### config.mk
export PLATFORM = sky130hd
export DESIGN_NAME = fetch_top_flat
export DESIGN_NICKNAME = d
export VERILOG_FILES = /design/src/rtl/fetch_top_if.sv /design/src/rtl/fetch_top.sv /design/src/flat_wrapper.sv
export SDC_FILE = /design/constraint.sdc
export NUM_CORES = 1
export LEC_CHECK = 0
export ABC_AREA = 1
export CORE_MARGIN = 4
export CORE_UTILIZATION = 40
export CTS_BUF_LIST = sky130_fd_sc_hd__clkbuf_4 sky130_fd_sc_hd__clkbuf_8
export CTS_CLUSTER_DIAMETER = 40
export CTS_CLUSTER_SIZE = 30
export DETAILED_ROUTE_END_ITERATION = 16
export GPL_TIMING_DRIVEN = 0
export PLACE_DENSITY_LB_ADDON = 0.05
export SLEW_MARGIN = 20
export SYNTH_ARGS = -nofsm -noshare
export SYNTH_HDL_FRONTEND = slang
export SYNTH_SLANG_ARGS = --single-unit
### constraint.sdc
create_clock -name clock -period 4.3 [get_ports clock]
set_input_delay 1.29 -clock clock [delete_from_list [all_inputs] [get_ports clock]]
set_output_delay 1.29 -clock clock [all_outputs]
set_load 0.01 [all_outputs]
### src/rtl/fetch_top_if.sv
// Instruction-cache request/response bus between the fetch stage (master) and the cache (slave).
interface fetch_top_if #(
    parameter int PC_WIDTH    = 32,
    parameter int INSTR_WIDTH = 32
);
    logic                   icache_req_valid;
    logic [PC_WIDTH-1:0]    icache_req_addr;
    logic                   icache_req_ready;
    logic                   icache_rsp_valid;
    logic [INSTR_WIDTH-1:0] icache_rsp_data;

    modport master (
        output icache_req_valid, icache_req_addr,
        input  icache_req_ready, icache_rsp_valid, icache_rsp_data
    );

    modport slave (
        input  icache_req_valid, icache_req_addr,
        output icache_req_ready, icache_rsp_valid, icache_rsp_data
    );
endinterface

### src/rtl/fetch_top.sv
// Instruction fetch stage: one outstanding icache request, a one-entry output buffer
// towards decode, branch/exception redirects and misaligned-PC fetch exceptions.
module fetch_top #(
    parameter int                     PC_WIDTH    = 32,
    parameter int                     INSTR_WIDTH = 32,
    parameter logic [PC_WIDTH-1:0]    BOOT_PC     = 32'h0000_1000,
    parameter logic [PC_WIDTH-1:0]    XCPT_PC     = 32'h0000_2000,
    parameter logic [INSTR_WIDTH-1:0] NOP_INSTR   = 32'h0000_0000
) (
    input  logic                   clock,
    input  logic                   reset,
    input  logic                   stall_fetch,
    input  logic                   branch_taken,
    input  logic [PC_WIDTH-1:0]    branch_pc,
    input  logic                   xcpt_redirect,
    fetch_top_if.master            icache,
    output logic                   fetch_instr_valid,
    output logic [INSTR_WIDTH-1:0] fetch_instr_data,
    output logic [PC_WIDTH-1:0]    fetch_instr_pc,
    output logic                   xcpt_fetch_valid,
    output logic [PC_WIDTH-1:0]    xcpt_fetch_pc
);
    typedef enum logic [1:0] {
        REQ  = 2'd0,
        WAIT = 2'd1,
        HALT = 2'd2
    } state_e;

    state_e                 state_ff, state_nxt;
    logic [PC_WIDTH-1:0]    pc_ff, pc_nxt;
    logic                   kill_ff, kill_nxt;
    logic                   buf_valid_ff, buf_valid_nxt;
    logic                   buf_xcpt_ff, buf_xcpt_nxt;
    logic [INSTR_WIDTH-1:0] buf_data_ff, buf_data_nxt;
    logic [PC_WIDTH-1:0]    buf_pc_ff, buf_pc_nxt;

    logic                   redirect;
    logic [PC_WIDTH-1:0]    redirect_pc;
    logic                   buf_free;
    logic                   misaligned;
    logic                   req_valid;

    assign redirect    = xcpt_redirect | branch_taken;
    assign redirect_pc = xcpt_redirect ? XCPT_PC : branch_pc;
    assign buf_free    = !buf_valid_ff || !stall_fetch;
    assign misaligned  = pc_ff[1:0] != 2'b00;

    always_comb begin
        // NOTE: every signal written here gets a default first, so no path can infer a latch.
        state_nxt     = state_ff;
        pc_nxt        = pc_ff;
        kill_nxt      = kill_ff;
        buf_valid_nxt = buf_valid_ff && stall_fetch;
        buf_xcpt_nxt  = buf_xcpt_ff;
        buf_data_nxt  = buf_data_ff;
        buf_pc_nxt    = buf_pc_ff;
        req_valid     = 1'b0;

        if (redirect) begin
            // A response landing in the redirect cycle is dropped; only a still-pending one needs a kill.
            pc_nxt        = redirect_pc;
            buf_valid_nxt = 1'b0;
            if (state_ff == WAIT && !icache.icache_rsp_valid) begin
                kill_nxt = 1'b1;
            end else begin
                kill_nxt  = 1'b0;
                state_nxt = REQ;
            end
        end else begin
            case (state_ff)
                REQ: begin
                    if (misaligned) begin
                        if (buf_free) begin
                            buf_valid_nxt = 1'b1;
                            buf_xcpt_nxt  = 1'b1;
                            buf_data_nxt  = NOP_INSTR;
                            buf_pc_nxt    = pc_ff;
                            state_nxt     = HALT;
                        end
                    end else begin
                        req_valid = buf_free;
                        if (buf_free && icache.icache_req_ready) begin
                            state_nxt = WAIT;
                        end
                    end
                end
                WAIT: begin
                    if (icache.icache_rsp_valid) begin
                        if (!kill_ff) begin
                            buf_valid_nxt = 1'b1;
                            buf_xcpt_nxt  = 1'b0;
                            buf_data_nxt  = icache.icache_rsp_data;
                            buf_pc_nxt    = pc_ff;
                            pc_nxt        = pc_ff + PC_WIDTH'(4);
                        end
                        kill_nxt  = 1'b0;
                        state_nxt = REQ;
                    end
                end
                HALT:    state_nxt = HALT;
                default: state_nxt = REQ;
            endcase
        end
    end

    always_ff @(posedge clock) begin
        // NOTE: state registers use non-blocking assignments so every flop samples pre-edge values.
        if (reset) begin
            state_ff     <= REQ;
            pc_ff        <= BOOT_PC;
            kill_ff      <= 1'b0;
            buf_valid_ff <= 1'b0;
            buf_xcpt_ff  <= 1'b0;
            // NOTE: the buffer payload is reset too because decode-facing outputs must read zero.
            buf_data_ff  <= '0;
            buf_pc_ff    <= '0;
        end else begin
            state_ff     <= state_nxt;
            pc_ff        <= pc_nxt;
            kill_ff      <= kill_nxt;
            buf_valid_ff <= buf_valid_nxt;
            buf_xcpt_ff  <= buf_xcpt_nxt;
            buf_data_ff  <= buf_data_nxt;
            buf_pc_ff    <= buf_pc_nxt;
        end
    end

    assign icache.icache_req_valid = req_valid && !reset;
    assign icache.icache_req_addr  = pc_ff;

    assign fetch_instr_valid = buf_valid_ff;
    assign fetch_instr_data  = buf_data_ff;
    assign fetch_instr_pc    = buf_pc_ff;
    assign xcpt_fetch_valid  = buf_valid_ff && buf_xcpt_ff;
    assign xcpt_fetch_pc     = buf_pc_ff;
endmodule

### src/flat_wrapper.sv
// flat-port wrapper written by rule: the top's interface ports become plain ports
module fetch_top_flat 
#(
    parameter int                     PC_WIDTH    = 32,
    parameter int                     INSTR_WIDTH = 32,
    parameter logic [PC_WIDTH-1:0]    BOOT_PC     = 32'h0000_1000,
    parameter logic [PC_WIDTH-1:0]    XCPT_PC     = 32'h0000_2000,
    parameter logic [INSTR_WIDTH-1:0] NOP_INSTR   = 32'h0000_0000
)
  (clock, reset, stall_fetch, branch_taken, branch_pc, xcpt_redirect, fetch_instr_valid, fetch_instr_data, fetch_instr_pc, xcpt_fetch_valid, xcpt_fetch_pc, icache_icache_req_valid, icache_icache_req_addr, icache_icache_req_ready, icache_icache_rsp_valid, icache_icache_rsp_data);
  fetch_top_if #(.PC_WIDTH(PC_WIDTH), .INSTR_WIDTH(INSTR_WIDTH)) icache_i ();
  input  logic clock;
  input  logic reset;
  input  logic stall_fetch;
  input  logic branch_taken;
  input  logic [PC_WIDTH-1:0] branch_pc;
  input  logic xcpt_redirect;
  output logic fetch_instr_valid;
  output logic [INSTR_WIDTH-1:0] fetch_instr_data;
  output logic [PC_WIDTH-1:0] fetch_instr_pc;
  output logic xcpt_fetch_valid;
  output logic [PC_WIDTH-1:0] xcpt_fetch_pc;
  output wire logic [$bits(icache_i.icache_req_valid)-1:0] icache_icache_req_valid;
  output wire logic [$bits(icache_i.icache_req_addr)-1:0] icache_icache_req_addr;
  input wire logic [$bits(icache_i.icache_req_ready)-1:0] icache_icache_req_ready;
  input wire logic [$bits(icache_i.icache_rsp_valid)-1:0] icache_icache_rsp_valid;
  input wire logic [$bits(icache_i.icache_rsp_data)-1:0] icache_icache_rsp_data;
  assign icache_icache_req_valid = icache_i.icache_req_valid;
  assign icache_icache_req_addr = icache_i.icache_req_addr;
  assign icache_i.icache_req_ready = icache_icache_req_ready;
  assign icache_i.icache_rsp_valid = icache_icache_rsp_valid;
  assign icache_i.icache_rsp_data = icache_icache_rsp_data;
  fetch_top #(.PC_WIDTH(PC_WIDTH), .INSTR_WIDTH(INSTR_WIDTH), .BOOT_PC(BOOT_PC), .XCPT_PC(XCPT_PC), .NOP_INSTR(NOP_INSTR)) u_core (.clock(clock), .reset(reset), .stall_fetch(stall_fetch), .branch_taken(branch_taken), .branch_pc(branch_pc), .xcpt_redirect(xcpt_redirect), .icache(icache_i), .fetch_instr_valid(fetch_instr_valid), .fetch_instr_data(fetch_instr_data), .fetch_instr_pc(fetch_instr_pc), .xcpt_fetch_valid(xcpt_fetch_valid), .xcpt_fetch_pc(xcpt_fetch_pc));
endmodule
==> impl_metrics.py, run 1 <==
metrics = {
    "outcome": {
        "outcome": "complete, no violations",
    },
    "global_routing": {
        "grt_max_degree": 19,
        "grt_use_total": 0.239,
        "grt_pass1_vias": 5375,
        "antenna_found_initial": 0,
        "gr-total-overflow": 0,
        "grt_pass1_wl_mm": 27.4,
    },
    "setup_path": {
        "cp.required_ps": 3010,
        "cp.arrival_ps": 2910,
        "critical_path_class": "in2out",
        "crit_path_end_kind": "output pin",
        "path_max_fanout": 10,
        "start_kind": "input pin",
    },
    "sta": {
        "worst_pin_slew_ps": 589,
        "skew_ps": 7.91,
        "rsz0062_at_grt": "no",
        "finalSetupViolCount": 0,
        "hold_violations": 0,
        "final_max_slew_viol_count": 0,
        "period_needed_ps": 4200,
        "fmax_mhz": 238,
        "post-route-period-util": 0.976,
        "relSlewSlack": 0.608,
    },
    "clock_network": {
        "clkSinkCount": 101,
        "cts_made_buffers": 9,
        "clk_path_buf_depth": 2,
        "clk_latency_ps": 390,
        "cts_tree": "built",
        "postCtsHoldBufs": 0,
        "clockRootBuffer": "clkbuf_8",
        "clkSlewWorstSetupHoldPaths_ps": 100,
        "cts_htree_levels": 3,
    },
    "pwr": {
        "leakage_nw": 2.72,
        "vdd_drop_max_uv": 184,
        "powerDensity_nw_per_um2": 281,
        "p_total_mw": 2.09,
    },
    "floorplan": {
        "die-area_sq_um": 14300,
        "die_height_um": 120,
        "coreArea_sq_um": 12100,
        "die_w_um": 120,
        "ios": 202,
        "rows": 40,
        "initial_core_util": 0.411,
    },
    "yosys": {
        "netlist_area_sq_um": 4980,
        "avgSynthCellArea_sq_um": 7.13,
        "seq_area_frac_synth": 0.406,
        "synth_cell_types": 30,
        "synthCells": 698,
        "synth_warnings": 0,
        "ys_ff_latch": 101,
        "synth_nets": 770,
    },
    "finish": {
        "drive_above_1_share": 0.114,
        "antenna_cells": 0,
        "nNetsFinal": 982,
        "syn2layout_area_growth_pct": 48.9,
        "fin_cells": 1083,
    },
    "place": {
        "place_inst": 1066,
        "dp_hpwl_mm": 13.3,
        "finalWeightedCongestion": 0.933,
        "portBuffers": 200,
    },
    "detailed_routing": {
        "dr.pass1.iters": 6,
        "drc": 0,
        "ant_nets": 0,
        "routed_wl_mm": 17.5,
        "drt_iter0_markers": 323,
        "wire_per_inst_um": 16.2,
        "avgViaCountPerCell": 5.11,
        "vias": 5537,
    },
    "worst_hold_path": {
        "hold_path_class": "reg2reg",
    },
    "run": {
        "maxCapViolCount": 0,
    },
}
-- area by class of cell --
class | instances | area [sq um]
Buffer | 72 | 488
Clock inverter | 7 | 81.3
Inverter | 50 | 188
Sequential cell | 101 | 2020
Fill cell | 1188 | 4700
Tap cell | 168 | 210
Timing Repair Buffer | 201 | 2010
Clock buffer | 9 | 124
Multi-Input combinational cell | 475 | 2290
-- flip-flops by register name (all words and copies together) (netlist names) --
signal,count
u_core.icache.icache_req_addr,32
u_core.fetch_instr_pc,32
u_core.fetch_instr_valid,1
u_core.fetch_instr_data,32
u_core.state_ff,2
u_core.kill_ff,1
u_core.buf_xcpt_ff,1
-- power by group --
part | internal, mW | switching, mW
sequential | 0.975 | 0.0457
clock | 0.277 | 0.372
combinational | 0.219 | 0.197
total | 1.47 | 0.615
-- Yosys cell counts --
library cell | n | area (sq um)
a21oi_1 | 117 | 586
a221oi_1 | 1 | 8.76
a31oi_1 | 2 | 12.5
and2_1 | 1 | 6.26
buf_2 | 10 | 50.1
buf_4 | 35 | 263
buf_6 | 8 | 90.1
buf_8 | 1 | 15.0
clkbuf_1 | 18 | 67.6
dfxtp_1 | 101 | 2020
ha_1 | 1 | 12.5
inv_1 | 47 | 176
inv_2 | 3 | 11.3
nand2_1 | 131 | 492
nand2_2 | 4 | 25.0
nand2_4 | 1 | 11.3
nand3_1 | 57 | 285
nand3_2 | 11 | 110
nand3b_1 | 2 | 15.0
nor2_1 | 51 | 191
nor2_2 | 6 | 37.5
nor2_4 | 4 | 45.0
nor3_1 | 4 | 20.0
o211ai_1 | 1 | 7.51
o21ai_0 | 74 | 370
o21ai_1 | 3 | 15.0
o21ai_2 | 1 | 8.76
o31ai_1 | 1 | 7.51
xnor2_1 | 1 | 8.76
xor2_1 | 1 | 8.76
-- what timing repair did --
action | CTS | global route
resized for setup | 5 | 2
buffers inserted | 1 | 0
endpoints found under the setup margin | 1 | 1
-- metal layers --
layer | global-route usage | vias to the layer above | part of all wire | wire length, um
met2 | 0.364 | 236 | 0.45 | 7880
li1 | - | 2696 | - | -
met5 | 0 | - | 0 | 0
met3 | 0.0778 | 34 | 0.083 | 1460
met4 | 0.0795 | 0 | 0.027 | 471
met1 | 0.321 | 2571 | 0.44 | 7710
-- metrics by stage --
stage | TNS (ps) | hold WS (ps) | utilization | setup slack [ps] | area [sq um]
after floorplan | 0 | 487 | - | 731 | 4980
after global placement | -367 | 451 | 0.594 | -367 | 7190
after detailed placement | -387 | 455 | 0.594 | -387 | 7190
after CTS | 0 | 471 | 0.612 | 62.7 | 7410
after global routing | 0 | 491 | 0.612 | 15.6 | 7410
final | 0 | 467 | 0.612 | 104 | 7410
-- worst max-delay path: stages --
cell             delay, ps
clkdlybuf4s50_1        440
nor2_2                 160
buf_4                  140
inv_1                   50
buf_2                  190
nor2_2                 130
inv_1                   90
nor3_1                 150
clkdlybuf4s15_2        260
-- path summary, 6_finish.rpt --
kind | startpoint | endpoint | slack (ps) | depth (start not counted)
max | branch_taken | icache_icache_req_valid | 100 | 9
min reg2reg | u_core.fetch_instr_data[28] | u_core.fetch_instr_data[28] | 470 | 2
min | u_core.fetch_instr_data[28] | u_core.fetch_instr_data[28] | 470 | 2
max reg2reg | u_core.icache.icache_req_addr[3] | u_core.icache.icache_req_addr[12] | 2480 | 10
-- cell families (layout without fill, tap and decap cells) --
logic type	count (synthesis)	count (layout)	share of synthesized area
AO/OA/AOI/OAI	200	200	0.204
adder cells (fa/ha/maj)	1	1	0.00251
AND/OR/NAND/NOR	272	272	0.249
flip-flops	101	101	0.406
XOR/XNOR	2	2	0.00352
buffers and inverters	122	339	0.135
-- cell usage in the layout, fill, tap and decap left out, types with 3 or more instances in the layout --
cell	instances
a21oi_1	117
buf_2	9
buf_4	37
buf_6	8
clkbuf_1	18
clkbuf_8	9
clkdlybuf4s50_1	199
clkinvlp_4	3
dfxtp_1	101
inv_1	47
inv_2	3
nand2_1	131
nand2_2	4
nand3_1	57
nand3_2	11
nor2_1	49
nor2_2	8
nor2_4	4
nor3_1	4
o21ai_0	74
o21ai_1	3
No activity file was read; power rests on OpenSTA's default activity.
==> run 2, diff against run 1 <==
--- a/config.mk
+++ b/config.mk
@@ -6,7 +6,6 @@
 export NUM_CORES = 1
 export LEC_CHECK = 0
 export ABC_AREA = 1
-export CORE_MARGIN = 4
 export CORE_UTILIZATION = 40
 export CTS_BUF_LIST = sky130_fd_sc_hd__clkbuf_4 sky130_fd_sc_hd__clkbuf_8
 export CTS_CLUSTER_DIAMETER = 40
==> run 2 against run 1 <==
Worst setup slack got worse by 32 ps; combinational power about the same; critical path type unchanged; highest routed layer unchanged; clock skew increased by 5.4 ps; non-clock buffer count decreased by 1; flip-flop and latch count unchanged; final area decreased by 0.27%; critical endpoint unchanged; sequential share of layout area increased by 0.074 points.
==> impl_metrics.py, run 2 (synthesis results as in run 1) <==
metrics = {
    "finish": {
        "drive_above_1_share": 0.113,
        "syn2layout_area_growth_pct": 48.5,
        "multiInputGateArea_sq_um": 2290,
        "final_common_cell": "clkdlybuf4s50_1",
        "final_cell_mix": "clkdlybuf4s50_1 (199), nand2_1 (131), a21oi_1 (117)",
        "antenna_cells": 0,
        "fill_cells": 1156,
        "nNetsFinal": 981,
        "ff_latch_area_sq_um": 2020,
        "fin_cells": 1082,
    },
    "place": {
        "dp_hpwl_mm": 12.7,
        "portBuffers": 200,
        "place_inst": 1066,
        "finalWeightedCongestion": 0.888,
    },
    "floorplan": {
        "die_height_um": 114,
        "die_w_um": 114,
        "rows": 40,
        "coreArea_sq_um": 12100,
        "initial_core_util": 0.413,
        "ios": 202,
        "die-area_sq_um": 12900,
    },
    "detailed_routing": {
        "drc": 0,
        "ant_nets": 0,
        "avgViaCountPerCell": 5.07,
        "dr.pass1.iters": 4,
        "routed_wl_mm": 16.8,
        "wire_per_inst_um": 15.5,
        "vias": 5483,
        "drt_iter0_markers": 308,
    },
    "outcome": {
        "outcome": "complete, no violations",
    },
    "sta": {
        "hold_violations": 0,
        "worst_pin_slew_ps": 565,
        "finalSetupViolCount": 0,
        "relSlewSlack": 0.623,
        "post-route-period-util": 0.983,
        "skew_ps": 13.3,
        "fmax_mhz": 237,
        "fin_tns_setup_ps": 0,
        "period_needed_ps": 4230,
        "final_max_slew_viol_count": 0,
    },
    "clock_network": {
        "cts_tree": "built",
        "clkSinkCount": 101,
        "cts_htree_levels": 3,
        "clk_latency_ps": 380,
        "clk_path_buf_depth": 2,
        "post_cts_buffers": 0,
        "cts_made_buffers": 9,
        "clockRootBuffer": "clkbuf_8",
        "clkSlewWorstSetupHoldPaths_ps": 100,
    },
    "setup_path": {
        "reg2reg_setup_slack_ps": 2490,
        "start_kind": "input pin",
        "cp.arrival_ps": 2940,
        "path_max_fanout": 10,
        "crit_chain": "clkdlybuf4s50_1 > nor2_4 > buf_6 > inv_1 > buf_2 > nor2_2 > inv_1 > nor3_1 > clkdlybuf4s15_2",
        "max_stage_delay_ps": 460,
        "cp_slowest_cell": "clkdlybuf4s50_1",
        "critPathMostFrequentCell": "inv_1",
        "crit_path_end_kind": "output pin",
        "cp.required_ps": 3010,
        "critical_path_class": "in2out",
    },
    "pwr": {
        "vdd_drop_max_uv": 160,
        "powerDensity_nw_per_um2": 273,
        "leakage_nw": 2.72,
    },
    "global_routing": {
        "antenna_found_initial": 0,
        "grt_use_total": 0.259,
        "gr-total-overflow": 0,
        "grt_pass1_vias": 5300,
        "grt_pass1_wl_mm": 26.1,
        "grt_max_degree": 17,
    },
    "worst_hold_path": {
        "hold_path_class": "reg2reg",
    },
    "run": {
        "maxCapViolCount": 0,
    },
}
run 2: changes by cell type in the layout (fill, tap and decap cells not counted), moves of 2 or more:
cell,previous run,this run
clkinvlp_4,3,0
clkinv_4,0,2
buf_4,37,35
clkbuf_4,0,2
run 2: path summary, 6_finish.rpt:
check	start	to	depth (start not counted)
setup / recovery	branch_taken	icache_icache_req_valid	9
hold / removal	u_core.fetch_instr_data[18]	u_core.fetch_instr_data[18]	2
setup reg to reg	u_core.icache.icache_req_addr[3]	u_core.icache.icache_req_addr[24]	9
hold reg to reg	u_core.fetch_instr_data[18]	u_core.fetch_instr_data[18]	2
run 2: what timing repair did:
action                     CTS  global route
resized for setup            6             3
hold buffers                 0             0
pin swaps                    0             0
setup endpoints to repair    1             1
run 2: metrics by stage:
step / worst slack, ps / hold slack (ps) / total power, mW / util / area [sq um]
final: 72.1 / 468 / 2.02 / 0.613 / 7390
after global routing: -18.6 / 490 / 2.11 / 0.613 / 7390
after CTS: 10.3 / 470 / 2.02 / 0.612 / 7380
after detailed placement: -405 / 455 / 1.45 / 0.596 / 7190
after global placement: -394 / 450 / 1.44 / 0.596 / 7190
after floorplan: 731 / 487 / 1.22 / - / 4980
run 2: per-layer routing:
metal | vias to the layer above | wire length [um] | track usage | part of all wire
met5 | - | 0 | 0 | 0
met4 | 0 | 309 | 0.104 | 0.018
met3 | 19 | 971 | 0.0399 | 0.058
met2 | 198 | 7770 | 0.421 | 0.46
met1 | 2562 | 7770 | 0.343 | 0.46
li1 | 2704 | - | - | -
run 2: critical path, delay by kind of cell:
family	cells	cell delay, ps
buf+inv	6	1210
simple gates	3	430
run 2: area by class of cell:
class                      count  share of cell area
multi-input combinational    475               0.310
sequential                   101               0.273
timing repair buffer         200               0.271
buffer                        72              0.0665
tap                          168              0.0284
inverter                      50              0.0254
clock buffer                  12              0.0206
clock inverter                 4             0.00423
run 2: where the power goes:
part	switching [mW]	total (mW)	internal, mW
combinational	0.195	0.413	0.219
clock	0.345	0.588	0.243
sequential	0.0455	1.02	0.975
==> edit, RTL diff (flow settings as in run 1) <==
`XCPT_PC` is set to 32'h0000_2000 in 2 places; all go to 32'h00001800.
--- a/src/rtl/fetch_top.sv
+++ b/src/rtl/fetch_top.sv
@@ -6,3 +6,3 @@
     parameter logic [PC_WIDTH-1:0]    BOOT_PC     = 32'h0000_1000,
-    parameter logic [PC_WIDTH-1:0]    XCPT_PC     = 32'h0000_2000,
+    parameter logic [PC_WIDTH-1:0]    XCPT_PC     = 32'h00001800,
     parameter logic [INSTR_WIDTH-1:0] NOP_INSTR   = 32'h0000_0000
--- a/src/flat_wrapper.sv
+++ b/src/flat_wrapper.sv
@@ -6,3 +6,3 @@
     parameter logic [PC_WIDTH-1:0]    BOOT_PC     = 32'h0000_1000,
-    parameter logic [PC_WIDTH-1:0]    XCPT_PC     = 32'h0000_2000,
+    parameter logic [PC_WIDTH-1:0]    XCPT_PC     = 32'h00001800,
     parameter logic [INSTR_WIDTH-1:0] NOP_INSTR   = 32'h0000_0000
Check against the original RTL: not equivalent (a bounded check fails within 4 cycles, from zero or initial values and one cycle with reset high).
==> edit against run 1 <==
Setup slack better by 0.038 ns. Sequential cell count did not move. Wire length shrank 2.6%. Sequential power hardly changed. Power is 1.6% lower. Final area is 1.9% lower. Worst hold slack better by 0.0022 ns. Area after synthesis down 1.9%. Sequential share of layout area grew 0.52 points. Highest routed layer unchanged.
==> edit: results <==
[synth]
syn_inst = 694
syn-num-nets = 766
synth_compound_gate_area_share_pct = 20.96
synth-xor-area-share_pct = 0.3587
synth.area.top_cells = dfxtp_1 41%, a21oi_1 12%, nand2_1 9.6%, o21ai_0 7.5%, nand3_1 7.0%
ys_ff_latch = 101
ys_top_cells_by_count = 125 x nand2_1, 115 x a21oi_1, 101 x dfxtp_1, 73 x o21ai_0, 68 x nand3_1
ys_types = 32
yosysWarnings = 0
synthAdderAreaFrac_pct = 0.2562
yosysSeqAreaShare_pct = 41.40

[global_routing]
globalRouteMet2Util_pct = 35.98
grt_use_total_pct = 23.58
grt_pass1_wl_um = 26840
grt_util_met1_pct = 32.81
grt_pass1_vias = 5243
met3_usage_pct = 5.933
grt_max_degree = 17

[sta]
fin_worst_skew_ns = 0.007976
relSlewSlack_pct = 54.61

[routing]
vias = 5345
wl_per_cell_um = 16.17
wl_met3_um = 1177
wl_met1_um = 8119
dr_wl_met2_um = 7526
drt_pre_antenna_iters = 5
drtIter0Drc = 325
vias_per_cell = 5.062

[placed_design]
place_ws_ns = -0.3411
dp.cells = 1041
placed_cell_area_um2 = 7069
place.detailed.hpwl_um = 13100
place_congestion = 0.8989

[clock_network]
cts_setup_buffers = 0
clk_path_buf_depth = 2
cts_resized = 3

[final_layout]
seq_area_share_pct = 27.79
nFillCells = 1128
clock_buffers = 10
syn2layout_area_growth_pct = 48.96
nMultiInputCombCells = 472
area_share_clock_buf_inv_pct = 2.735
layout-drive-gt1-share_pct = 9.901
multi_input_area_share_pct = 30.41
signal_buffers = 271
finalNetCount = 977
buf_share_pct = 33.94

[power]
clock_net_power_uw = 629
switching_share_pct = 28.26
worst_ir_drop_vdd_mv = 0.1469

[setup_path]
cp_max_fo = 9
cp.arrival_ns = 2.87
cp_slowest_stage_delay_ns = 0.48
critPathSlowestCell = clkdlybuf4s50_1

[run_status]
status = complete, no violations
## edit: cell count changes in the layout (fill, tap and decap cells not counted), moves of 3 or more
cell     change
nor2_1       +3
nand3_2     -10
nand2_1      -6
nand3_1     +11
o21ai_1      +3
## edit: final timing paths
| path | end | cells after the start | startpoint | slack (ns) |
|---|---|---|---|---|
| worst max-delay path | icache_icache_req_valid | 7 | branch_taken | 0.14 |
| worst min-delay path | u_core.fetch_instr_data[15]$_SDFFE_PP0P_ | 2 | u_core.fetch_instr_data[15]$_SDFFE_PP0P_ | 0.47 |
| worst max register to register | u_core.icache.icache_req_addr[28]$_SDFFE_PP0P_ | 9 | u_core.icache.icache_req_addr[3]$_SDFFE_PP0P_ | 2.43 |
| worst min register to register | u_core.fetch_instr_data[15]$_SDFFE_PP0P_ | 2 | u_core.fetch_instr_data[15]$_SDFFE_PP0P_ | 0.47 |
